## src/rtl/mult_pkg.sv

```systemverilog
// Shared types and default sizing for the sequential shift-add multiplier.
package mult_pkg;

   localparam int unsigned DEF_A_WIDTH   = 32;
   localparam int unsigned DEF_B_WIDTH   = 32;
   localparam int unsigned DEF_OUT_WIDTH = 64;
   localparam bit          DEF_SIGNED    = 1'b1;

   typedef enum logic [1:0] {
      IDLE = 2'd0,
      ITER = 2'd1,
      FIX  = 2'd2,
      DONE = 2'd3
   } state_t;

   // Iteration counter width; a one-bit multiplier still needs a one-bit counter.
   function automatic int unsigned cnt_width(input int unsigned b_width);
      return (b_width > 1) ? $clog2(b_width) : 1;
   endfunction

endpackage

```

## src/rtl/mult_abs.sv

```systemverilog
// Splits an operand into unsigned magnitude and sign; the most-negative value maps to 2^(WIDTH-1).
module mult_abs
   import mult_pkg::*;
#(
   parameter int unsigned WIDTH  = DEF_A_WIDTH,
   parameter bit          SIGNED = DEF_SIGNED
) (
   input  logic [WIDTH-1:0] value,
   output logic [WIDTH-1:0] magnitude_c,
   output logic             sign_c
);

   // Two's-complement negate when the operand is negative and signed mode is on.
   always_comb begin
      sign_c      = SIGNED ? value[WIDTH-1] : 1'b0;
      magnitude_c = sign_c ? WIDTH'(-value) : value;
   end

endmodule

```

## src/rtl/mult_seq.sv

```systemverilog
// Radix-2 shift-add multiplier with fixed latency, sign fix-up and output saturation.
module mult_seq
   import mult_pkg::*;
#(
   parameter int unsigned A_WIDTH   = DEF_A_WIDTH,
   parameter int unsigned B_WIDTH   = DEF_B_WIDTH,
   parameter int unsigned OUT_WIDTH = DEF_OUT_WIDTH,
   parameter bit          SIGNED    = DEF_SIGNED
) (
   input  logic                 clk,
   input  logic                 reset,
   input  logic                 valid_in,
   output logic                 ready,
   input  logic [A_WIDTH-1:0]   multiplicand,
   input  logic [B_WIDTH-1:0]   multiplier,
   output logic [OUT_WIDTH-1:0] product,
   output logic                 valid_out,
   output logic                 overflow
);

   localparam int unsigned FULL_WIDTH = A_WIDTH + B_WIDTH;
   localparam int unsigned CNT_WIDTH  = cnt_width(B_WIDTH);
   localparam logic [CNT_WIDTH-1:0] LAST_COUNT = CNT_WIDTH'(B_WIDTH - 1);

   state_t                state;
   state_t                state_next;
   logic [FULL_WIDTH-1:0] acc;
   logic [FULL_WIDTH-1:0] a_shift;
   logic [B_WIDTH-1:0]    b_reg;
   logic [CNT_WIDTH-1:0]  count;
   logic                  neg;

   logic [A_WIDTH-1:0]    a_mag_c;
   logic                  a_sign_c;
   logic [B_WIDTH-1:0]    b_mag_c;
   logic                  b_sign_c;
   logic                  accept_c;
   logic [FULL_WIDTH-1:0] full_c;
   logic [FULL_WIDTH-1:0] upper_c;
   logic                  fits_c;
   logic [OUT_WIDTH-1:0]  result_c;

   mult_abs #(.WIDTH(A_WIDTH), .SIGNED(SIGNED)) u_abs_a (
      .value       (multiplicand),
      .magnitude_c (a_mag_c),
      .sign_c      (a_sign_c)
   );

   mult_abs #(.WIDTH(B_WIDTH), .SIGNED(SIGNED)) u_abs_b (
      .value       (multiplier),
      .magnitude_c (b_mag_c),
      .sign_c      (b_sign_c)
   );

   assign accept_c = valid_in & ready;

   // Next-state logic: fixed B_WIDTH iterations, then sign fix-up, then a one-cycle result.
   always_comb begin
      state_next = state;
      case (state)
         IDLE:    if (accept_c) state_next = ITER;
         ITER:    if (count == LAST_COUNT) state_next = FIX;
         FIX:     state_next = DONE;
         DONE:    state_next = IDLE;
         default: state_next = IDLE;
      endcase
   end

   // State register plus the handshake outputs derived from the upcoming state.
   always_ff @(posedge clk or negedge reset) begin
      if (!reset) begin
         state     <= IDLE;
         ready     <= 1'b1;
         valid_out <= 1'b0;
      end else begin
         state     <= state_next;
         ready     <= (state_next == IDLE);
         valid_out <= (state_next == DONE);
      end
   end

   // Apply the sign, then check whether the full product fits the output range.
   always_comb begin
      full_c = neg ? FULL_WIDTH'(-acc) : acc;
      if (SIGNED) begin
         upper_c = FULL_WIDTH'($signed(full_c) >>> (OUT_WIDTH - 1));
         fits_c  = (upper_c == '0) || (upper_c == '1);
      end else begin
         upper_c = full_c >> OUT_WIDTH;
         fits_c  = (upper_c == '0);
      end
      if (fits_c) begin
         result_c = OUT_WIDTH'(full_c);
      end else if (!SIGNED) begin
         result_c = '1;
      end else if (neg) begin
         result_c = OUT_WIDTH'(1) << (OUT_WIDTH - 1);
      end else begin
         result_c = ~(OUT_WIDTH'(1) << (OUT_WIDTH - 1));
      end
   end

   // Operand capture, shift-add iterations and result registration.
   always_ff @(posedge clk or negedge reset) begin
      if (!reset) begin
         acc      <= '0;
         a_shift  <= '0;
         b_reg    <= '0;
         count    <= '0;
         neg      <= 1'b0;
         product  <= '0;
         overflow <= 1'b0;
      end else begin
         case (state)
            IDLE: begin
               if (accept_c) begin
                  a_shift <= FULL_WIDTH'(a_mag_c);
                  b_reg   <= b_mag_c;
                  neg     <= a_sign_c ^ b_sign_c;
                  acc     <= '0;
                  count   <= '0;
               end
            end
            ITER: begin
               if (b_reg[0]) acc <= acc + a_shift;
               a_shift <= a_shift << 1;
               b_reg   <= b_reg >> 1;
               count   <= count + CNT_WIDTH'(1);
            end
            FIX: begin
               product  <= result_c;
               overflow <= ~fits_c;
            end
            default: ;
         endcase
      end
   end

endmodule

```

## config.mk

```make
export PLATFORM = sky130hd
export DESIGN_NAME = mult_seq
export DESIGN_NICKNAME = d
export VERILOG_FILES = /design/src/rtl/mult_pkg.sv /design/src/rtl/mult_abs.sv /design/src/rtl/mult_seq.sv
export SDC_FILE = /design/constraint.sdc
export NUM_CORES = 1
export LEC_CHECK = 0
export ABC_AREA = 1
export CELL_PAD_IN_SITES_DETAIL_PLACEMENT = 1
export CELL_PAD_IN_SITES_GLOBAL_PLACEMENT = 2
export CORE_ASPECT_RATIO = 1.4
export CORE_MARGIN = 2
export CORE_UTILIZATION = 29
export DETAILED_ROUTE_END_ITERATION = 10
export GPL_ROUTABILITY_DRIVEN = 1
export PLACE_DENSITY_LB_ADDON = 0.1
export SLEW_MARGIN = 25
export SYNTH_ARGS = -nofsm -noshare
export SYNTH_HDL_FRONTEND = slang
export SYNTH_SLANG_ARGS = --single-unit
```

## constraint.sdc

```tcl
create_clock -name clk -period 1.9 [get_ports clk]
set_input_delay 0.19 -clock clk [delete_from_list [all_inputs] [get_ports clk]]
set_output_delay 0.19 -clock clk [all_outputs]
set_load 0.05 [all_outputs]
```

Word-level counts from Yosys, hierarchy flattened
Index checks and enable logic that the tools add are counted.
Widths: inputs -> output; s select.
{"block": "totals", "regBits": 235, "inputBits": 67, "output_inout_bits": 67}
{"block": "classes", "addsub": 5, "eq_ne": 8, "muxes": 17, "n_bitwise": 3, "n_reduce_logical": 8}
{"cell": "$mux 64", "count": 6}
{"cell": "$pmux 64 s2", "count": 2}
{"cell": "$mux 32", "count": 3}
{"cell": "$add 64x64->64", "count": 1}
{"cell": "$eq 64x64->1 const B", "count": 1}
{"cell": "$logic_not 64->1", "count": 1}
{"cell": "$neg 32->32", "count": 2}
{"cell": "$neg 64->64", "count": 1}
{"cell": "$pmux 32 s2", "count": 1}
{"cell": "$pmux 5 s2", "count": 1}
{"cell": "$pmux 2 s4", "count": 1}
{"cell": "$eq 2x2->1 const B", "count": 3}
{"cell": "$add 5x1->5 const B", "count": 1}
{"cell": "$eq 5x5->1 const B", "count": 1}
{"cell": "$mux 5", "count": 1}
{"cell": "$logic_not 2->1", "count": 2}
{"cell": "$mux 2", "count": 2}
{"cell": "$ne 2x2->1 const B", "count": 2}
{"cell": "$reduce_and 2->1", "count": 2}
{"cell": "$reduce_and 3->1", "count": 1}
{"cell": "$eq 2x1->1 const B", "count": 1}
{"cell": "$reduce_bool 2->1", "count": 1}
{"cell": "$and 1x1->1", "count": 1}
{"cell": "$logic_or 1x1->1", "count": 1}
{"cell": "other kinds (2)", "count": 2}

Logic depth before layout (Yosys ltp)
{"block": "logic_depth", "word_depth": 5, "ltp_mapped": 16, "mapped_depth_nobuf": 16}

By module
From an unflattened synthesis, not the netlist that was laid out.
{"block": "hier_totals", "hier_cells": 3176, "area_unflattened_um2": 19418.6}
{"module": "mult_seq", "instances": 1, "cells_each": 2736, "area_per_inst_um2": 17374.2, "seq_area_each_um2": 5856.9}
{"module": "mult_abs", "instances": 2, "cells_each": 220, "area_per_inst_um2": 1022.2, "seq_area_each_um2": 0.0}

Least setup slack after synthesis
OpenSTA, ideal clock, no wires.
{"block": "synth_timing", "path_type": "register -> register", "start": "register acc[0]", "end": "register acc[60]", "arrival_time_ps": 1769, "slack_ps": 14, "stages_incl_launch_ff": 15, "n_path_buf": 0, "period_less_slack_ps": 1886, "cell_sequence": "dfrtp_1 ha_1 inv_1 fa_1 nor2_1 or2_1 nand2_1 nand2_1 nand2_1 nand2_1 nand2_1 nand2_1 nand2_1 nand3_1 nand2_1"}
{"block": "synth_via", "elab_chain_cells": 3}
{"element": "start: declaration", "line": "mult_seq.sv:27", "rtl": "logic [FULL_WIDTH-1:0] acc;"}
{"element": "start signal: assignment", "line": "mult_seq.sv:125", "rtl": "if (b_reg[0]) acc <= acc + a_shift;"}
{"element": "$add 64x64->64", "line": "mult_seq.sv:125"}
{"element": "$mux 64", "line": "mult_seq.sv:125"}
{"element": "$pmux 64 s2", "line": "mult_seq.sv:114", "rtl": "case (state)"}
Every way passes these cells. The select of a mux whose other input is x is not followed.
A chain may end at the register's enable or synchronous reset.

Worst setup path after layout
{"block": "layout_timing", "start": "register a_shift[4]", "end": "register acc[11]"}
{"block": "layout_via", "elab_chain_cells": 3}
{"element": "start: declaration", "line": "mult_seq.sv:28", "rtl": "logic [FULL_WIDTH-1:0] a_shift;"}
{"element": "start signal: assignment", "line": "mult_seq.sv:117", "rtl": "a_shift <= FULL_WIDTH'(a_mag_c);"}
{"element": "start signal: assignment", "line": "mult_seq.sv:126", "rtl": "a_shift <= a_shift << 1;"}
{"element": "$add 64x64->64", "line": "mult_seq.sv:125"}
{"element": "$mux 64", "line": "mult_seq.sv:125"}
{"element": "$pmux 64 s2", "line": "mult_seq.sv:114"}
Every way passes these cells. The select of a mux whose other input is x is not followed.

==> flow_metrics.env <==
export IMPL_ys_async_sr_fraction_pct=100.0
export IMPL_fin_skew_ns=0.02685
export IMPL_chipHeight_um=308.4
export IMPL_path_cells="ha_4 -> nand2_2 -> nand2_2 -> buf_4 -> a21oi_4 -> nand2_4 -> buf_6 -> nand2_2 -> nand2_2 -> buf_4 -> a21oi_2 -> o21ai_1 -> buf_4 -> o21ai_2"
export IMPL_yosysSeqAreaShare_pct=30.51
export IMPL_io_buffers=132
export IMPL_largestRegisters="a_shift: 64 flops, acc: 64 flops, product: 64 flops"
export IMPL_dieWidth_um=221.5
export IMPL_slowest_stage="dfrtp_1"
export IMPL_arrival_ns=2.67
export IMPL_post_dp_hpwl_um=76190
export IMPL_firstDrtPassIters=8
export IMPL_clkSinkCount=234
export IMPL_boundaryPins=134
export IMPL_path_clk_slew_ns=0.07
export IMPL_fin_ws_ns=-0.2457
export IMPL_reg2reg_slack_ns=-0.25
export IMPL_grt_setup_unrepaired="true"
export IMPL_peakVddDrop_mv=1.038
export IMPL_pwr_density_cell_mw_per_mm2=1989
export IMPL_grt_first_pass_wirelength_um=145500
export IMPL_slew_violations=0
export IMPL_dieArea_mm2=0.06830
export IMPL_leakage_nw=16.54
export IMPL_synthesis_area_mm2=0.01920
export IMPL_numCtsBuffers=28
export IMPL_gr_total_overflow=0
export IMPL_fillers=8172
export IMPL_tightestPinTransition_ns=0.5978
export IMPL_fmax_ghz=0.4660
export IMPL_synth_cells=3174
export IMPL_critPathKind="flip-flop to flip-flop"
export IMPL_cts_root_buffer="clkbuf_16"
export IMPL_ys_flop_type="dfrtp_1"
export IMPL_synth_warnings=0
export IMPL_wl_per_cell_um=20.49
export IMPL_grtUsageMet3_pct=1.772
export IMPL_crit_path_max_fanout=4
export IMPL_rows=111
export IMPL_post_route_drc_count=1
export IMPL_synth_net_count=3310
export IMPL_antenna_found_initial=0
export IMPL_start_util_pct=29.29
export IMPL_fin_cells=4800
export IMPL_drv_cap=0
export IMPL_grt_usage_pct=27.62
export IMPL_synth_edf_count=0
export IMPL_met1_usage_pct=26.98
export IMPL_wirelength_um=98350
export IMPL_slowest_delay_ns=0.42
export IMPL_start_kind="flip-flop"
export IMPL_gp_congestion=0.9340
export IMPL_setup_viol=73
export IMPL_cts_tree="done"
export IMPL_htreeDepth=1
export IMPL_vias_per_cell=4.930
export IMPL_cp_required_ns=2.42
export IMPL_cts_buffer_depth=3
export IMPL_reg2reg_from="a_shift[4]"
export IMPL_violations="DRC, setup timing"
export IMPL_drive_gt1_share_pct=42.35
export IMPL_cp_end_kind="flip-flop"
export IMPL_worstHoldPathType="input port to async pin"
export IMPL_period_minus_slack_ns=2.146
export IMPL_final_hold_viol_count=0
export IMPL_critPathLaunch="a_shift[4]"
export IMPL_finalCritPeriodShare_pct=112.9
export IMPL_setup_tns_ns=-7.783
export IMPL_relSlewSlack_pct=60.15
export IMPL_crit_top_cell="nand2_2"
export IMPL_synth_area_per_cell_um2=6.048
export IMPL_coreArea_mm2=0.06555
export IMPL_grt_use_met2_pct=55.09
export IMPL_status="complete, but fails checks"
export IMPL_grt_pass1_vias=25470
export IMPL_busiest_layer="met2"
export IMPL_synth_cell_type_count=56
export IMPL_first_iter_violations=827
export IMPL_ys_seq_elements=234
export IMPL_grt_max_degree=95
export IMPL_n_antenna_cell=0
export IMPL_fin_nets=4067
export IMPL_clock_latency_ns=0.60
export IMPL_post_place_cells=4648
export IMPL_antenna_left=0
export IMPL_syn_to_final_growth_pct=68.48
export IMPL_vias=23660
cells in the mapped netlist, drive strengths merged (13+ instances only):
cell type,count,area share (%)
dfrtp,233,30
clkbuf,41,0.80
nand3,211,5.8
nor3,30,0.89
o21ai,215,5.7
ha,68,4.4
a31oi,13,0.42
xor2,36,1.6
a21oi,98,2.6
o22ai,47,1.5
nand2,1166,23
buf,35,0.96
nor2,327,7.0
nand4,49,1.6
inv,543,11
cell usage in the layout, fill, tap and decap left out, drive strengths merged, types with 7 or more instances in the layout:
cell type / instances
inv: 542
nor3: 30
ha: 68
o211ai: 8
clkdlybuf4s50: 65
xor2: 36
nand3b: 7
dlygate4sd2: 65
nor4: 7
a31oi: 13
o22ai: 47
nand3: 211
o21bai: 7
nand4: 49
clkbuf: 35
o21ai: 215
nand2: 1167
a21oi: 98
nor2: 327
bufinv: 7
buf: 671
dfrtp: 233
routing by layer:
metal / vias up / routed length (um) / share of wire (%)
met2: 446 / 53310 / 54
met3: 269 / 2330 / 2.4
met1: 11480 / 34230 / 35
li1: 11470 / - / -
met5: - / 0 / 0
met4: 0 / 8477 / 8.6
power by group:
part           internal, mW  switching (mW)
clock                  3.75            2.48
sequential             7.12            2.34
combinational          20.2            28.5
worst max-delay path: cells and delay by family (launching register included):
family,cells,cell delay [ns]
buf+inv,4,0.59
compound gates,4,0.45
flops,1,0.42
simple gates,5,0.35
fa+ha+maj,1,0.28
per-stage QoR:
step           cell area [um^2]  power (mW)  util, %  hold slack (ns)  setup slack, ns
5_1_grt                   32340       68.06    49.34           0.1494          -0.3363
6_report                  32340       64.33    49.34           0.1236          -0.2457
4_1_cts                   30310       59.05    46.23           0.1122          -0.1919
3_3_place_gp              25800       42.98    39.36           0.1638          -0.5355
2_1_floorplan             19200       25.74        -          -0.1056          0.01371
3_5_place_dp              25800       43.77    39.36           0.1594          -0.5848
final timing paths:
kind | to | cells after the start
min in group clk | b_reg[24] | 5
max in group asynchronous | a_shift[16] | 3
max | acc[11] | 14
max reg2reg | acc[11] | 14
min | product[61] | 2
min reg2reg | product[59] | 2
layout make-up:
class | count | area (um^2) | area share [%]
Clock buffer | 35 | 747.0 | 2.309
Clock inverter | 17 | 291.5 | 0.9014
Inverter | 544 | 2136 | 6.603
Multi-Input combinational cell | 2321 | 15210 | 47.03
Sequential cell | 234 | 5904 | 18.26
Tap cell | 847 | 1060 | 3.277
Timing Repair Buffer | 802 | 6993 | 21.62
cell families after synthesis:
| family | share of synthesized area (%) |
|---|---|
| flip-flops | 30.51 |
| XOR/XNOR | 1.825 |
| adder cells (fa/ha/maj) | 4.536 |
| buffers and inverters | 12.40 |
| other | 0.01953 |
| AO/OA/AOI/OAI | 11.60 |
| AND/OR/NAND/NOR | 39.11 |
repair_timing:
action / 4_1_cts / 5_1_grt
hold buffers: 1 / 0
pin swaps: 238 / 240
setup buffers: 54 / 58
endpoints found under the setup margin: 171 / 141
cloned: 1 / 0
gates resized for setup: 915 / 459
endpoints found under the hold margin: 171 / 0
Power figures use the tool's default switching activity.
